$ cat config.mk
export PLATFORM = sky130hd
export DESIGN_NAME = uart_tx_arbiter_flat
export DESIGN_NICKNAME = d
export VERILOG_FILES = /design/src/rtl/uart_tx_arbiter_if.sv /design/src/rtl/uart_tx_arbiter.sv /design/src/flat_wrapper.sv
export SDC_FILE = /design/constraint.sdc
export NUM_CORES = 1
export LEC_CHECK = 0
export CAP_MARGIN = 40
export CORE_ASPECT_RATIO = 1.25
export CORE_MARGIN = 8
export CORE_UTILIZATION = 30
export CTS_CLUSTER_DIAMETER = 100
export DETAILED_ROUTE_END_ITERATION = 16
export GPL_TIMING_DRIVEN = 0
export HOLD_SLACK_MARGIN = 0.08
export RECOVER_POWER = 100
export SETUP_SLACK_MARGIN = 0.05
export SYNTH_ARGS = -nofsm -noshare
export SYNTH_HDL_FRONTEND = slang
export SYNTH_SLANG_ARGS = --single-unit
export TNS_END_PERCENT = 1
$ cat constraint.sdc
create_clock -name clk -period 5.2 [get_ports clk]
set_clock_uncertainty 0.05 [all_clocks]
set_input_delay 1.04 -clock clk [delete_from_list [all_inputs] [get_ports clk]]
set_output_delay 1.04 -clock clk [all_outputs]
set_load 0.02 [all_outputs]
$ cat src/rtl/uart_tx_arbiter_if.sv
// Handshake bundle between byte requesters, the round-robin arbiter and uart_ctrl.
// The lock vector exists only when UART_ARB_LOCK_EN is defined.
interface uart_tx_arbiter_if #(
   parameter int NREQ  = 4,
   parameter int IDX_W = 2
);
   logic [NREQ-1:0]   req;
   logic [8*NREQ-1:0] req_data;
   logic [NREQ-1:0]   ack;
   logic              grant_valid;
   logic [IDX_W-1:0]  grant_idx;
   logic [7:0]        uart_byte;
   logic              uart_we;
   logic              uart_busy;
`ifdef UART_ARB_LOCK_EN
   logic [NREQ-1:0]   lock;
`endif

   // Requesters plus the uart_ctrl busy flag drive the arbiter.
   modport master (
      output req, req_data, uart_busy,
`ifdef UART_ARB_LOCK_EN
      output lock,
`endif
      input  ack, grant_valid, grant_idx, uart_byte, uart_we
   );

   modport slave (
      input  req, req_data, uart_busy,
`ifdef UART_ARB_LOCK_EN
      input  lock,
`endif
      output ack, grant_valid, grant_idx, uart_byte, uart_we
   );
endinterface

$ cat src/rtl/uart_tx_arbiter.sv
// Round-robin sharing of one uart_ctrl transmitter among NREQ byte requesters.
// Optional UART_ARB_LOCK_EN keeps the grant on one requester while its lock bit is set.
module uart_tx_arbiter #(
   parameter int NREQ  = 4,
   parameter int IDX_W = 2
) (
   input logic               clk,
   input logic               rst,
   uart_tx_arbiter_if.slave  bus
);
   typedef enum logic [1:0] {
      IDLE      = 2'd0,
      ISSUE     = 2'd1,
      WAIT_BUSY = 2'd2,
      WAIT_DONE = 2'd3
   } state_t;

   state_t           state_r;
   logic [IDX_W-1:0] last_r;
   logic [NREQ-1:0]  ack_r;
   logic             grant_valid_r;
   logic [IDX_W-1:0] grant_idx_r;
   logic [7:0]       uart_byte_r;
   logic             uart_we_r;
   logic [NREQ-1:0]  eligible_s;
   logic [IDX_W-1:0] rr_idx_s;
   logic             rr_found_s;
   logic [IDX_W-1:0] winner_s;
   logic             found_s;
`ifdef UART_ARB_LOCK_EN
   logic             lock_hold_r;
`endif

   function automatic logic [NREQ-1:0] onehot(input logic [IDX_W-1:0] idx);
      logic [NREQ-1:0] v;
      v = {NREQ{1'b0}};
      v[idx] = 1'b1;
      return v;
   endfunction

   assign bus.ack         = ack_r;
   assign bus.grant_valid = grant_valid_r;
   assign bus.grant_idx   = grant_idx_r;
   assign bus.uart_byte   = uart_byte_r;
   assign bus.uart_we     = uart_we_r;

   // Rotating search: first eligible requester after last, wrapping modulo NREQ.
   always_comb begin
      eligible_s = bus.req & ~ack_r;
      rr_idx_s   = last_r;
      rr_found_s = 1'b0;
      for (int i = 1; i <= NREQ; i++) begin
         if (!rr_found_s && eligible_s[(int'(last_r) + i) % NREQ]) begin
            rr_idx_s   = IDX_W'((int'(last_r) + i) % NREQ);
            rr_found_s = 1'b1;
         end else begin
            rr_found_s = rr_found_s;
         end
      end
   end

   // Winner selection; a held lock pins the grant to the previous owner while it still requests.
   always_comb begin
      winner_s = rr_idx_s;
      found_s  = rr_found_s;
`ifdef UART_ARB_LOCK_EN
      if (lock_hold_r && bus.req[grant_idx_r]) begin
         winner_s = grant_idx_r;
         found_s  = eligible_s[grant_idx_r];
      end else begin
         winner_s = rr_idx_s;
      end
`endif
   end

   // Grant/issue/track FSM with all outputs registered.
   always_ff @(posedge clk or negedge rst) begin
      if (!rst) begin
         state_r       <= IDLE;
         last_r        <= IDX_W'(NREQ - 1);
         ack_r         <= {NREQ{1'b0}};
         grant_valid_r <= 1'b0;
         grant_idx_r   <= {IDX_W{1'b0}};
         uart_byte_r   <= 8'h00;
         uart_we_r     <= 1'b0;
`ifdef UART_ARB_LOCK_EN
         lock_hold_r   <= 1'b0;
`endif
      end else begin
         ack_r     <= {NREQ{1'b0}};
         uart_we_r <= 1'b0;
         case (state_r)
            IDLE: begin
`ifdef UART_ARB_LOCK_EN
               if (lock_hold_r && !bus.req[grant_idx_r]) begin
                  lock_hold_r <= 1'b0;
               end else begin
                  lock_hold_r <= lock_hold_r;
               end
`endif
               if (found_s) begin
                  grant_idx_r   <= winner_s;
                  uart_byte_r   <= bus.req_data[{winner_s, 3'b000} +: 8];
                  grant_valid_r <= 1'b1;
                  uart_we_r     <= 1'b1;
                  state_r       <= ISSUE;
               end else begin
                  state_r <= IDLE;
               end
            end
            ISSUE: begin
               state_r <= WAIT_BUSY;
            end
            WAIT_BUSY: begin
               if (bus.uart_busy) begin
                  state_r <= WAIT_DONE;
               end else begin
                  state_r <= WAIT_BUSY;
               end
            end
            WAIT_DONE: begin
               if (!bus.uart_busy) begin
                  ack_r         <= onehot(grant_idx_r);
                  grant_valid_r <= 1'b0;
                  state_r       <= IDLE;
`ifdef UART_ARB_LOCK_EN
                  lock_hold_r   <= bus.lock[grant_idx_r];
                  if (!bus.lock[grant_idx_r]) begin
                     last_r <= grant_idx_r;
                  end else begin
                     last_r <= last_r;
                  end
`else
                  last_r        <= grant_idx_r;
`endif
               end else begin
                  state_r <= WAIT_DONE;
               end
            end
            default: begin
               state_r <= IDLE;
            end
         endcase
      end
   end
endmodule

$ cat src/flat_wrapper.sv
// flat-port wrapper written by rule: the top's interface ports become plain ports
module uart_tx_arbiter_flat 
#(
   parameter int NREQ  = 4,
   parameter int IDX_W = 2
)
  (clk, rst, bus_req, bus_req_data, bus_uart_busy, bus_ack, bus_grant_valid, bus_grant_idx, bus_uart_byte, bus_uart_we);
  uart_tx_arbiter_if #(.NREQ(NREQ), .IDX_W(IDX_W)) bus_i ();
  input logic clk;
  input logic rst;
  input wire logic [$bits(bus_i.req)-1:0] bus_req;
  input wire logic [$bits(bus_i.req_data)-1:0] bus_req_data;
  input wire logic [$bits(bus_i.uart_busy)-1:0] bus_uart_busy;
  output wire logic [$bits(bus_i.ack)-1:0] bus_ack;
  output wire logic [$bits(bus_i.grant_valid)-1:0] bus_grant_valid;
  output wire logic [$bits(bus_i.grant_idx)-1:0] bus_grant_idx;
  output wire logic [$bits(bus_i.uart_byte)-1:0] bus_uart_byte;
  output wire logic [$bits(bus_i.uart_we)-1:0] bus_uart_we;
  assign bus_i.req = bus_req;
  assign bus_i.req_data = bus_req_data;
  assign bus_i.uart_busy = bus_uart_busy;
  assign bus_ack = bus_i.ack;
  assign bus_grant_valid = bus_i.grant_valid;
  assign bus_grant_idx = bus_i.grant_idx;
  assign bus_uart_byte = bus_i.uart_byte;
  assign bus_uart_we = bus_i.uart_we;
  uart_tx_arbiter #(.NREQ(NREQ), .IDX_W(IDX_W)) u_core (.clk(clk), .rst(rst), .bus(bus_i));
endmodule
## Word-level counts from Yosys, hierarchy flattened

Index checks and enable logic that the tools add are counted.

- Multiply operators: 0
- Shift-type cells: 1
- Bitwise gates (word level): 7
- Add/sub/neg operators: 4
- Muxes and demuxes: 33
- Equal/unequal tests: 5
- Order comparisons: 6
- Reduce and logical (&&, ||, !) cells: 16
- Divide/modulo/power cells: 0

Operator list:

| kind | count |
|---|---|
| variable part select 32 x 6 -> 8 bit | 1 |
| two-way mux 1 bit | 19 |
| less-than comparator 3 x 4 -> 1 bit (second input constant) | 4 |
| two-way mux 2 bit | 5 |
| binary-select mux 1 bit (select 2 bit) | 4 |
| two-way mux 4 bit | 2 |
| one-hot mux 2 bit (4 select lines) | 1 |
| OR reduction 2 bit | 4 |
| adder 2 x 1 -> 2 bit (second input constant) | 2 |
| adder 2 bit (second input constant) | 2 |
| AND 1 bit (first input constant) | 4 |
| AND 4 bit | 1 |
| == test 2 bit (second input constant) | 2 |
| logical AND 1 bit | 4 |
| inverter 4 bit | 1 |
| AND reduction 2 bit | 2 |
| zero test 1 bit | 3 |
| less-than comparator 2 x 3 -> 1 bit (second input constant) | 1 |
| AND reduction 3 bit | 1 |
| demux 1 bit (select 2 bit) | 1 |
| == test 2 x 1 -> 1 bit (second input constant) | 1 |
| >= comparator 2 x 1 -> 1 bit (second input constant) | 1 |
| zero test 2 bit | 1 |
| inequality test 2 x 1 -> 1 bit (second input constant) | 1 |
| other kinds (4) | 4 |

- Memories: 0
- Output and inout bits: 16
- Memory bits (read-only): 0
- Bits in registers: 20
- Input port bits: 39
- Bits in latches: 0
- Bits in writable memories: 0

## Depth between registers and ports, before layout

Gate-level depths: netlist of the first run.

- Depth after elaboration: 18
- Mapped depth: 7
- Gate-level depth less buffers: 5

## Worst setup path after synthesis of the first run

OpenSTA, ideal clock, no wires.

- Path type: input -> register
- Start: in bus_req[1]
- End: reg u_core.uart_byte_r[0], in the netlist u_core.bus.uart_byte[0]
- Stages: 6
- Data required time: 5.059 ns
- Data arrival time: 2.256 ns
- Slack: 2.803 ns
- Path buffers: 1
- Cells stage by stage: nor2b_2 o221a_4 nor4_4 nand2b_2 buf_6 o221ai_1

- Cells in the longest elaborated chain, start to end: 15
- Elaborated cells between the ends (all ways): 29

RTL lines:

| what | RTL line | source |
|---|---|---|
| start, declared | flat_wrapper.sv:11 | `input wire logic [$bits(bus_i.req)-1:0] bus_req;` |
| AND 4 bit (*) | uart_tx_arbiter.sv:49 | `eligible_s = bus.req & ~ack_r;` |
| binary-select mux 1 bit (select 2 bit) | uart_tx_arbiter.sv:53 | `if (!rr_found_s && eligible_s[(int'(last_r) + i) % NREQ]) begin` |
| two-way mux 1 bit (implied by the code) (2 in a row) | uart_tx_arbiter.sv:53 |  |
| two-way mux 1 bit | uart_tx_arbiter.sv:53 |  |
| zero test 1 bit | uart_tx_arbiter.sv:53 |  |
| logical AND 1 bit | uart_tx_arbiter.sv:53 |  |
| two-way mux 1 bit | uart_tx_arbiter.sv:53 |  |
| zero test 1 bit | uart_tx_arbiter.sv:53 |  |
| logical AND 1 bit | uart_tx_arbiter.sv:53 |  |
| two-way mux 1 bit | uart_tx_arbiter.sv:53 |  |
| zero test 1 bit | uart_tx_arbiter.sv:53 |  |
| logical AND 1 bit | uart_tx_arbiter.sv:53 |  |
| two-way mux 2 bit / two-way mux 1 bit (equally long branches) | uart_tx_arbiter.sv:53 |  |
| variable part select 32 x 6 -> 8 bit / AND reduction 2 bit (equally long branches) | n/a |  |
| end signal, assigned | uart_tx_arbiter.sv:103 | `uart_byte_r <= bus.req_data[{winner_s, 3'b000} +: 8];` |
| end, declared | uart_tx_arbiter.sv:23 | `logic [7:0] uart_byte_r;` |

Mark *: on every way between the ends. The rest lies on a longest branch, timed or not. The select of a mux whose other input is x is not followed.
A chain may end at the register's enable or synchronous reset.

## Worst setup path after layout of the first run

- Start: in bus_req[1]
- End: reg u_core.uart_byte_r[6], in the netlist u_core.bus.uart_byte[6]

The elaborated chain is that of the path after synthesis.

==> results of run 1 <==
cell usage after synthesis (2+ instances only):
cell and count:
o21ai_1 2, nor3b_1 2, nor2_1 5, buf_6 2, a32oi_1 8, inv_1 10
o221ai_1 8, nand2_1 11, nor2b_1 2, dfrtp_1 18, mux2i_1 8, dfstp_2 2
metrics by stage:
stage | utilization | instance area (um2) | setup WS, ns | hold WS, ns
after floorplan | - | 1110 | 2.80 | 0.416
after global placement | 0.483 | 1700 | 2.06 | 0.414
after detailed placement | 0.488 | 1710 | 2.02 | 0.426
after CTS | 0.500 | 1760 | 2.27 | 0.445
after global routing | 0.494 | 1740 | 1.10 | 0.476
final | 0.494 | 1740 | 1.39 | 0.430
sequential cells by signal, summed over array words and instances, names as in the netlist:
register,count
u_core.state_r,2
u_core.bus.uart_byte,8
u_core.bus.grant_valid,1
u_core.bus.ack,4
u_core.bus.grant_idx,2
u_core.last_r,2
u_core.bus.uart_we,1
power by group through the flow:
| stage | registers (mW) | clock network (mW) | logic, mW |
|---|---|---|---|
| 2_1_floorplan | 0.324 | 0 | 0.219 |
| 3_3_place_gp | 0.273 | 0 | 0.454 |
| 3_5_place_dp | 0.276 | 0 | 0.461 |
| 4_1_cts | 0.273 | 0.108 | 0.465 |
| 5_1_grt | 0.279 | 0.116 | 0.472 |
| 6_report | 0.270 | 0.104 | 0.432 |
worst min-delay path by stage:
| stage | from | endpoint | slack [ns] |
|---|---|---|---|
| 4_1_cts | u_core.bus.grant_valid | u_core.bus.grant_valid | 0.44 |
| 3_3_place_gp | u_core.bus.grant_valid | u_core.bus.grant_valid | 0.41 |
| 2_1_floorplan | u_core.state_r[1] | u_core.state_r[0] | 0.42 |
| 3_5_place_dp | u_core.bus.grant_valid | u_core.bus.grant_valid | 0.43 |
| 5_1_grt | u_core.bus.grant_valid | u_core.bus.grant_valid | 0.48 |
| 6_report | u_core.bus.grant_valid | u_core.bus.grant_valid | 0.43 |
tightest hold or removal path, cell delays in order (launching register included):
cell and delay (ns):
dfrtp_1 0.35, nand2_1 0.05, nand2_1 0.05
metal layers:
metal  global-route usage  vias up
met4               0.0440        0
li1                     -      496
met1                0.127      511
met3               0.0488        4
met5                    0        -
met2                0.190       48
final cells by class:
| cell class | count | area share |
|---|---|---|
| Timing Repair Buffer | 55 | 0.314 |
| Buffer | 4 | 0.0180 |
| Sequential cell | 20 | 0.290 |
| Inverter | 10 | 0.0216 |
| Clock buffer | 4 | 0.0260 |
| Multi-Input combinational cell | 66 | 0.303 |
| Tap cell | 39 | 0.0281 |
cell families (layout without fill, tap and decap cells):
kind of cell / after synthesis / after routing / synth area share
AND/OR/NAND/NOR: 30 / 30 / 0.178
multiplexers: 9 / 9 / 0.0824
buffers and inverters: 14 / 73 / 0.0621
AO/OA/AOI/OAI: 27 / 27 / 0.223
flip-flops: 20 / 20 / 0.454
layout by cell type (no fill, tap or decap), types with 2 or more instances in the layout:
cell type	n
clkbuf_8	3
o21ai_1	2
dfstp_2	2
nand2_1	11
dfrtp_1	18
clkbuf_1	3
nor3b_1	2
buf_6	2
nor2b_1	2
inv_1	10
o221ai_1	8
mux2i_1	8
clkdlybuf4s50_1	35
nor2_1	5
a32oi_1	8
dlygate4sd3_1	19
==> results.toml, run 1 <==
[critical_path]
crit_type = "in2reg"
path_depth = 7
regToRegSetupSlack_ns = 2.24
worstReg2RegEnd = "u_core.bus.uart_byte[6]"
crit_path_top_delay_cell = "o21ai_0"
critPathBufInv = 2
cp-end-kind = "register"
cp_slowest_stage_delay_ns = 1.19
path_max_fanout = 10
crit_end = "u_core.bus.uart_byte[6]"
rr_worst_depth = 6
crit_required_ns = 5.25
critical-path-top-delay-family = "compound AO/OA/AOI/OAI gates"
crit_arrival_ns = 3.86
rr_startpoint = "u_core.bus.ack[1]"
startpoint_type = "input port"
cp-startpoint = "bus_req[1]"
crit_chain = "clkdlybuf4s50_1 > nor2b_2 > a22oi_1 > o21ai_0 > buf_2 > mux2i_1 > o221ai_1"

[power]
pwr_density_cell_mw_per_mm2 = 464
pwr-share-comb = 0.536
switching_share = 0.405
p_int_uw = 480
power_frac_clock = 0.128
max-vdd-ir-drop_v = 0.000231
seqPwrFrac = 0.335
leakagePower_nw = 0.797
finalPower_uw = 806
power.switching_uw = 326

[logic_synthesis]
ys_seq_area_frac = 0.454
synthFlopType = "dfrtp_1"
synth_edf_count = 0
postSynthAreaPerCell_um2 = 11.1
synth_area_leaders = "dfrtp_1 41%, mux2i_1 7.2%, a32oi_1 6.3%, o221ai_1 6.3%, dfstp_2 4.7%"
yosys_warnings = 0
async_flop_share = 1.00
yosys.area.top_type = "dfrtp_1"
netlist_instances = 100
synth_top_area_frac = 0.406
syn-num-nets = 139
syn-cell-area_mm2 = 0.00111
synth.distinct_cells = 34
ys_ff_latch = 20

[clock_tree]
ctsHoldBuffers = 0
cts.sink_count = 20
clk-insertion-delay-late_ns = 0.25
cts_buffer_depth = 2
cts.root.buffer_cell = "clkbuf_8"
cts_tree = "done"
clk_pin_slew_ns = 0.07
h-tree-depth = 1
cts.repair.resized = 0
postCtsSetupBuffers = 0
cts_buffers = 3

[floorplan]
initial_utilization = 0.316
fp.coreArea_mm2 = 0.00351
die_area_mm2 = 0.00591
row_count = 24
top_level_ports = 55
die_w_um = 70.4
die_height_um = 84.0

[global_routing]
overflow = 0
grt_max_degree = 13
antenna_found_initial = 0
grt_pass1_vias = 1211
grt_pass1_wl_mm = 5.71
grt_usage = 0.115

[layout]
drive_above_1_share = 0.101
area_growth_pct = 56.5
fill_cells = 348
regArea_um2 = 503
multi_input_area_um2 = 526
fin_cells = 198
layout.nets = 199
diodes = 0

[sta]
fmax_ghz = 0.262
finalCriticalPeriod_ns = 3.81
worstMarginPinSlew_ns = 1.56
slew-limit-headroom = -0.0494
fin_crit_sh = 0.733
slew_viol_final = 10
hold_viol = 0
rsz0062_at_grt = "false"
final-setup-viol-count = 0
finalSetupTns_ns = 0

[detailed_routing]
dr_wl_met3_um = 349
firstDrtPassIters = 4
vias_per_cell = 5.35
num_vias = 1059
wl_per_cell_um = 17.1
dr.max_layer_used = "met4"
wl_met1_mm = 1.38
antenna_left = 0
initialDrtViolationCount = 30
met2_length_mm = 1.62
drc = 0
wl_mm = 3.39

[hold_path]
hp-class = "reg2reg"
holdPathStages = 2

[status]
outcome = "finished with violations"
violations = "max-capacitance violations, max-slew violations"

[place]
placed_cells_incl_taps = 194
gp_congestion = 0.723
io_buffers = 54
dp_hpwl_mm = 2.74

[flow_run]
maxCapViolations = 1
Note: power is estimated with default switching activity, not from simulation.
==> run 2, diff against run 1 <==
Clock period 5.2 ns to 3.6 ns, I/O delays scaled along.
==> results.toml, run 2 (synthesized netlist as in run 1, its figures left out) <==
[floorplan]
die_w_um = 70.4
die_height_um = 84.0
initial_utilization = 0.316
row_count = 24
die_area_mm2 = 0.00591
top_level_ports = 55
fp.coreArea_mm2 = 0.00351

[critical_path]
crit_type = "in2reg"
rr_startpoint = "u_core.bus.ack[3]"
crit_required_ns = 3.71
path_max_fanout = 10
cp_slowest_stage_delay_ns = 0.91
worstReg2RegEnd = "u_core.bus.uart_byte[0]"
crit_chain = "dlygate4sd3_1 > nor2b_1 > o21ai_1 > nor4_2 > nand2b_2 > buf_6 > o221ai_1"
cp-end-kind = "register"
crit_path_top_delay_cell = "nor4_2"
rr_worst_depth = 6
cp-startpoint = "bus_req[3]"
crit_arrival_ns = 3.06
startpoint_type = "input port"
regToRegSetupSlack_ns = 1.29

[sta]
rsz0062_at_grt = "false"
fin_crit_sh = 0.818
fmax_ghz = 0.339
hold_viol = 0
finalSetupTns_ns = 0
finalCriticalPeriod_ns = 2.95
fin_ws_ns = 0.653
slew_viol_final = 0
final-setup-viol-count = 0
slew-limit-headroom = 0.255
finalHoldWorstSlack_ns = 0.430
worstMarginPinSlew_ns = 1.11

[global_routing]
grt_usage = 0.115
grt_pass1_wl_mm = 5.71
grt_max_degree = 13
overflow = 0
antenna_found_initial = 0
grt_pass1_vias = 1211

[place]
place_area_mm2 = 0.00171
gp_congestion = 0.723
placed_cells_incl_taps = 194
io_buffers = 54
dp_hpwl_mm = 2.74
pre_cts_slack_ns = 0.743

[layout]
diodes = 0
largest_reg_flops = 8
layout_commonest_cell = "clkdlybuf4s50_1"
fin_area_mm2 = 0.00174
drive_above_1_share = 0.107
mostFrequentLayoutCells = "35 x clkdlybuf4s50_1, 19 x dlygate4sd3_1, 18 x dfrtp_1"
area_growth_pct = 56.8
final_util = 0.495
layout.nets = 199
fin_cells = 198

[detailed_routing]
wl_mm = 3.39
vias_per_cell = 5.36
initialDrtViolationCount = 41
firstDrtPassIters = 4
drc = 0
wl_per_cell_um = 17.1
num_vias = 1061
antenna_left = 0

[clock_tree]
cts.root.buffer_cell = "clkbuf_8"
cts.sink_count = 20
cts_buffers = 3
cts_buffer_depth = 2
h-tree-depth = 1
clk-insertion-delay-late_ns = 0.25
postCtsSetupBuffers = 0
clk_pin_slew_ns = 0.07
ctsHoldBuffers = 0
cts_tree = "done"
cts.repair.resized = 0

[hold_path]
holdPathStages = 2
hp-class = "reg2reg"
holdPathEnd = "u_core.bus.grant_valid"
hold_start = "u_core.bus.grant_valid"

[power]
leakagePower_nw = 0.799
finalPower_mw = 1.17
max-vdd-ir-drop_v = 0.000333
pwr_density_cell_mw_per_mm2 = 671

[status]
outcome = "finished, final reports clean"

[flow_run]
maxCapViolations = 0
-- run 2: worst max path at each step --
stage	to	slack (ns)	cells past startpoint
floorplan	u_core.bus.uart_byte[0]	1.52	6
global placement	u_core.bus.uart_byte[6]	0.78	7
detailed placement	u_core.bus.uart_byte[6]	0.74	7
CTS	u_core.bus.uart_byte[1]	0.99	7
global route	u_core.bus.uart_byte[2]	0.43	7
finish	u_core.bus.uart_byte[0]	0.65	7
-- run 2: routing by layer --
layer / GRT usage / up-vias / share of wire
met5: 0 / - / 0
met4: 0.0440 / 0 / 0.011
met3: 0.0488 / 4 / 0.10
met2: 0.190 / 48 / 0.48
met1: 0.127 / 513 / 0.41
li1: - / 496 / -
-- run 2: power by group --
part	switching [mW]	total, mW	leakage (nW)	internal [mW]
clock	0.0709	0.150	0.0228	0.0786
combinational	0.335	0.626	0.528	0.291
sequential	0.0686	0.390	0.248	0.322
-- run 2: worst max-delay path, delay by kind of cell --
family / cells / cell delay [ns]
compound gates: 2 / 0.29
buf+inv: 2 / 0.77
simple gates: 3 / 1.28
-- run 2: final cells by class --
class / instances / area [um2]
timing repair buffer: 55 / 544
multi-input combinational: 66 / 528
tap: 39 / 48.8
sequential: 20 / 503
fill: 349 / 1780
buffer: 4 / 31.3
inverter: 10 / 37.5
clock buffer: 4 / 45.0
==> run 3, diff against run 2 <==
Clock period 3.6 ns to 3 ns, I/O delays scaled along.
==> results.toml, run 3 (synthesized netlist as in run 1, its figures left out) <==
[status]
outcome = "finished, final reports clean"

[detailed_routing]
initialDrtViolationCount = 35
wl_met1_mm = 1.37
vias_per_cell = 5.34
wl_per_cell_um = 17.0
dr.max_layer_used = "met4"
met2_length_mm = 1.62
antenna_left = 0
num_vias = 1057
dr_wl_met3_um = 349
wl_mm = 3.38
firstDrtPassIters = 3
drc = 0

[power]
finalPower_mw = 1.41
max-vdd-ir-drop_v = 0.000400
leakagePower_nw = 0.800
pwr_density_cell_mw_per_mm2 = 804

[critical_path]
crit_arrival_ns = 2.69
crit_path_top_delay_cell = "nor4_4"
path_max_fanout = 10
cp_slowest_stage_delay_ns = 0.62
regToRegSetupSlack_ns = 0.94
cp-end-kind = "register"
startpoint_type = "input port"
crit_required_ns = 3.11
crit_chain = "dlygate4sd3_1 > nor2b_1 > o21ai_0 > nor4_4 > nand2b_2 > buf_6 > o221ai_1"
crit_type = "in2reg"

[place]
dp_hpwl_mm = 2.74
io_buffers = 54
gp_congestion = 0.723

[floorplan]
die_height_um = 84.0
fp.coreArea_mm2 = 0.00351
row_count = 24
die_w_um = 70.4
top_level_ports = 55
initial_utilization = 0.316
die_area_mm2 = 0.00591

[sta]
worstMarginPinSlew_ns = 0.685
slew_viol_final = 0
fmax_ghz = 0.389
final-setup-viol-count = 0
hold_viol = 0
finalSetupTns_ns = 0
rsz0062_at_grt = "false"
fin_crit_sh = 0.858
slew-limit-headroom = 0.540
finalCriticalPeriod_ns = 2.57

[layout]
layout_commonest_cell = "clkdlybuf4s50_1"
fill_cells = 346
drive_above_1_share = 0.107
regArea_um2 = 503
multi_input_area_um2 = 537
largest_reg_flops = 8
area_growth_pct = 57.6
mostFrequentLayoutCells = "35 x clkdlybuf4s50_1, 19 x dlygate4sd3_1, 18 x dfrtp_1"
layout.nets = 199
diodes = 0

[global_routing]
overflow = 0
grt_pass1_wl_mm = 5.71
grt_usage = 0.115
grt_max_degree = 13
antenna_found_initial = 0
grt_pass1_vias = 1211

[clock_tree]
clk-insertion-delay-late_ns = 0.25
cts.repair.resized = 0
cts_buffer_depth = 2
ctsHoldBuffers = 0
cts.root.buffer_cell = "clkbuf_8"
postCtsSetupBuffers = 0
cts.sink_count = 20
cts_buffers = 3
clk_pin_slew_ns = 0.07
cts_tree = "done"
h-tree-depth = 1

[flow_run]
maxCapViolations = 0

[hold_path]
hp-class = "reg2reg"
[run 3: power breakdown]
group,internal [mW],switching (mW)
clock network,0.0943,0.0851
logic,0.352,0.406
registers,0.386,0.0820
total,0.832,0.573
[run 3: path summary, 6_finish.rpt]
path,cells after the start,to,start
worst max register to register,6,u_core.bus.uart_byte[0],u_core.bus.ack[3]
worst max-delay path,7,u_core.bus.uart_byte[0],bus_req[3]
min in group asynchronous,1,u_core.bus.uart_byte[1],rst
worst min-delay path,2,u_core.bus.grant_valid,u_core.bus.grant_valid
max in group asynchronous,2,u_core.bus.grant_valid,rst
worst min register to register,2,u_core.bus.grant_valid,u_core.bus.grant_valid
[run 3: worst max-delay path, delay by kind of cell]
kind,cells,cell delay [ns]
simple gates,3,0.99
compound gates,2,0.36
buf+inv,2,0.75
[run 3: through the flow]
stage                     hold slack [ns]  utilization  setup slack, ns  area (um2)  std cells
after floorplan                     0.254            -             1.04        1110        100
after global placement              0.414        0.483            0.297        1700        193
after detailed placement            0.426        0.488            0.263        1710        194
after CTS                           0.445        0.500            0.514        1760        198
after global routing                0.476        0.497            0.235        1750        198
final                               0.430        0.497            0.427        1750        198
[run 3: area by class of cell]
type	instances	area share
Buffer	4	0.0179
Clock buffer	4	0.0258
Inverter	10	0.0215
Multi-Input combinational cell	66	0.307
Sequential cell	20	0.288
Tap cell	39	0.0279
Timing Repair Buffer	55	0.312
[run 3: layer usage]
layer | up-vias | global-route usage
met5 | - | 0
met4 | 0 | 0.0440
met3 | 4 | 0.0488
met2 | 48 | 0.190
met1 | 509 | 0.127
li1 | 496 | -
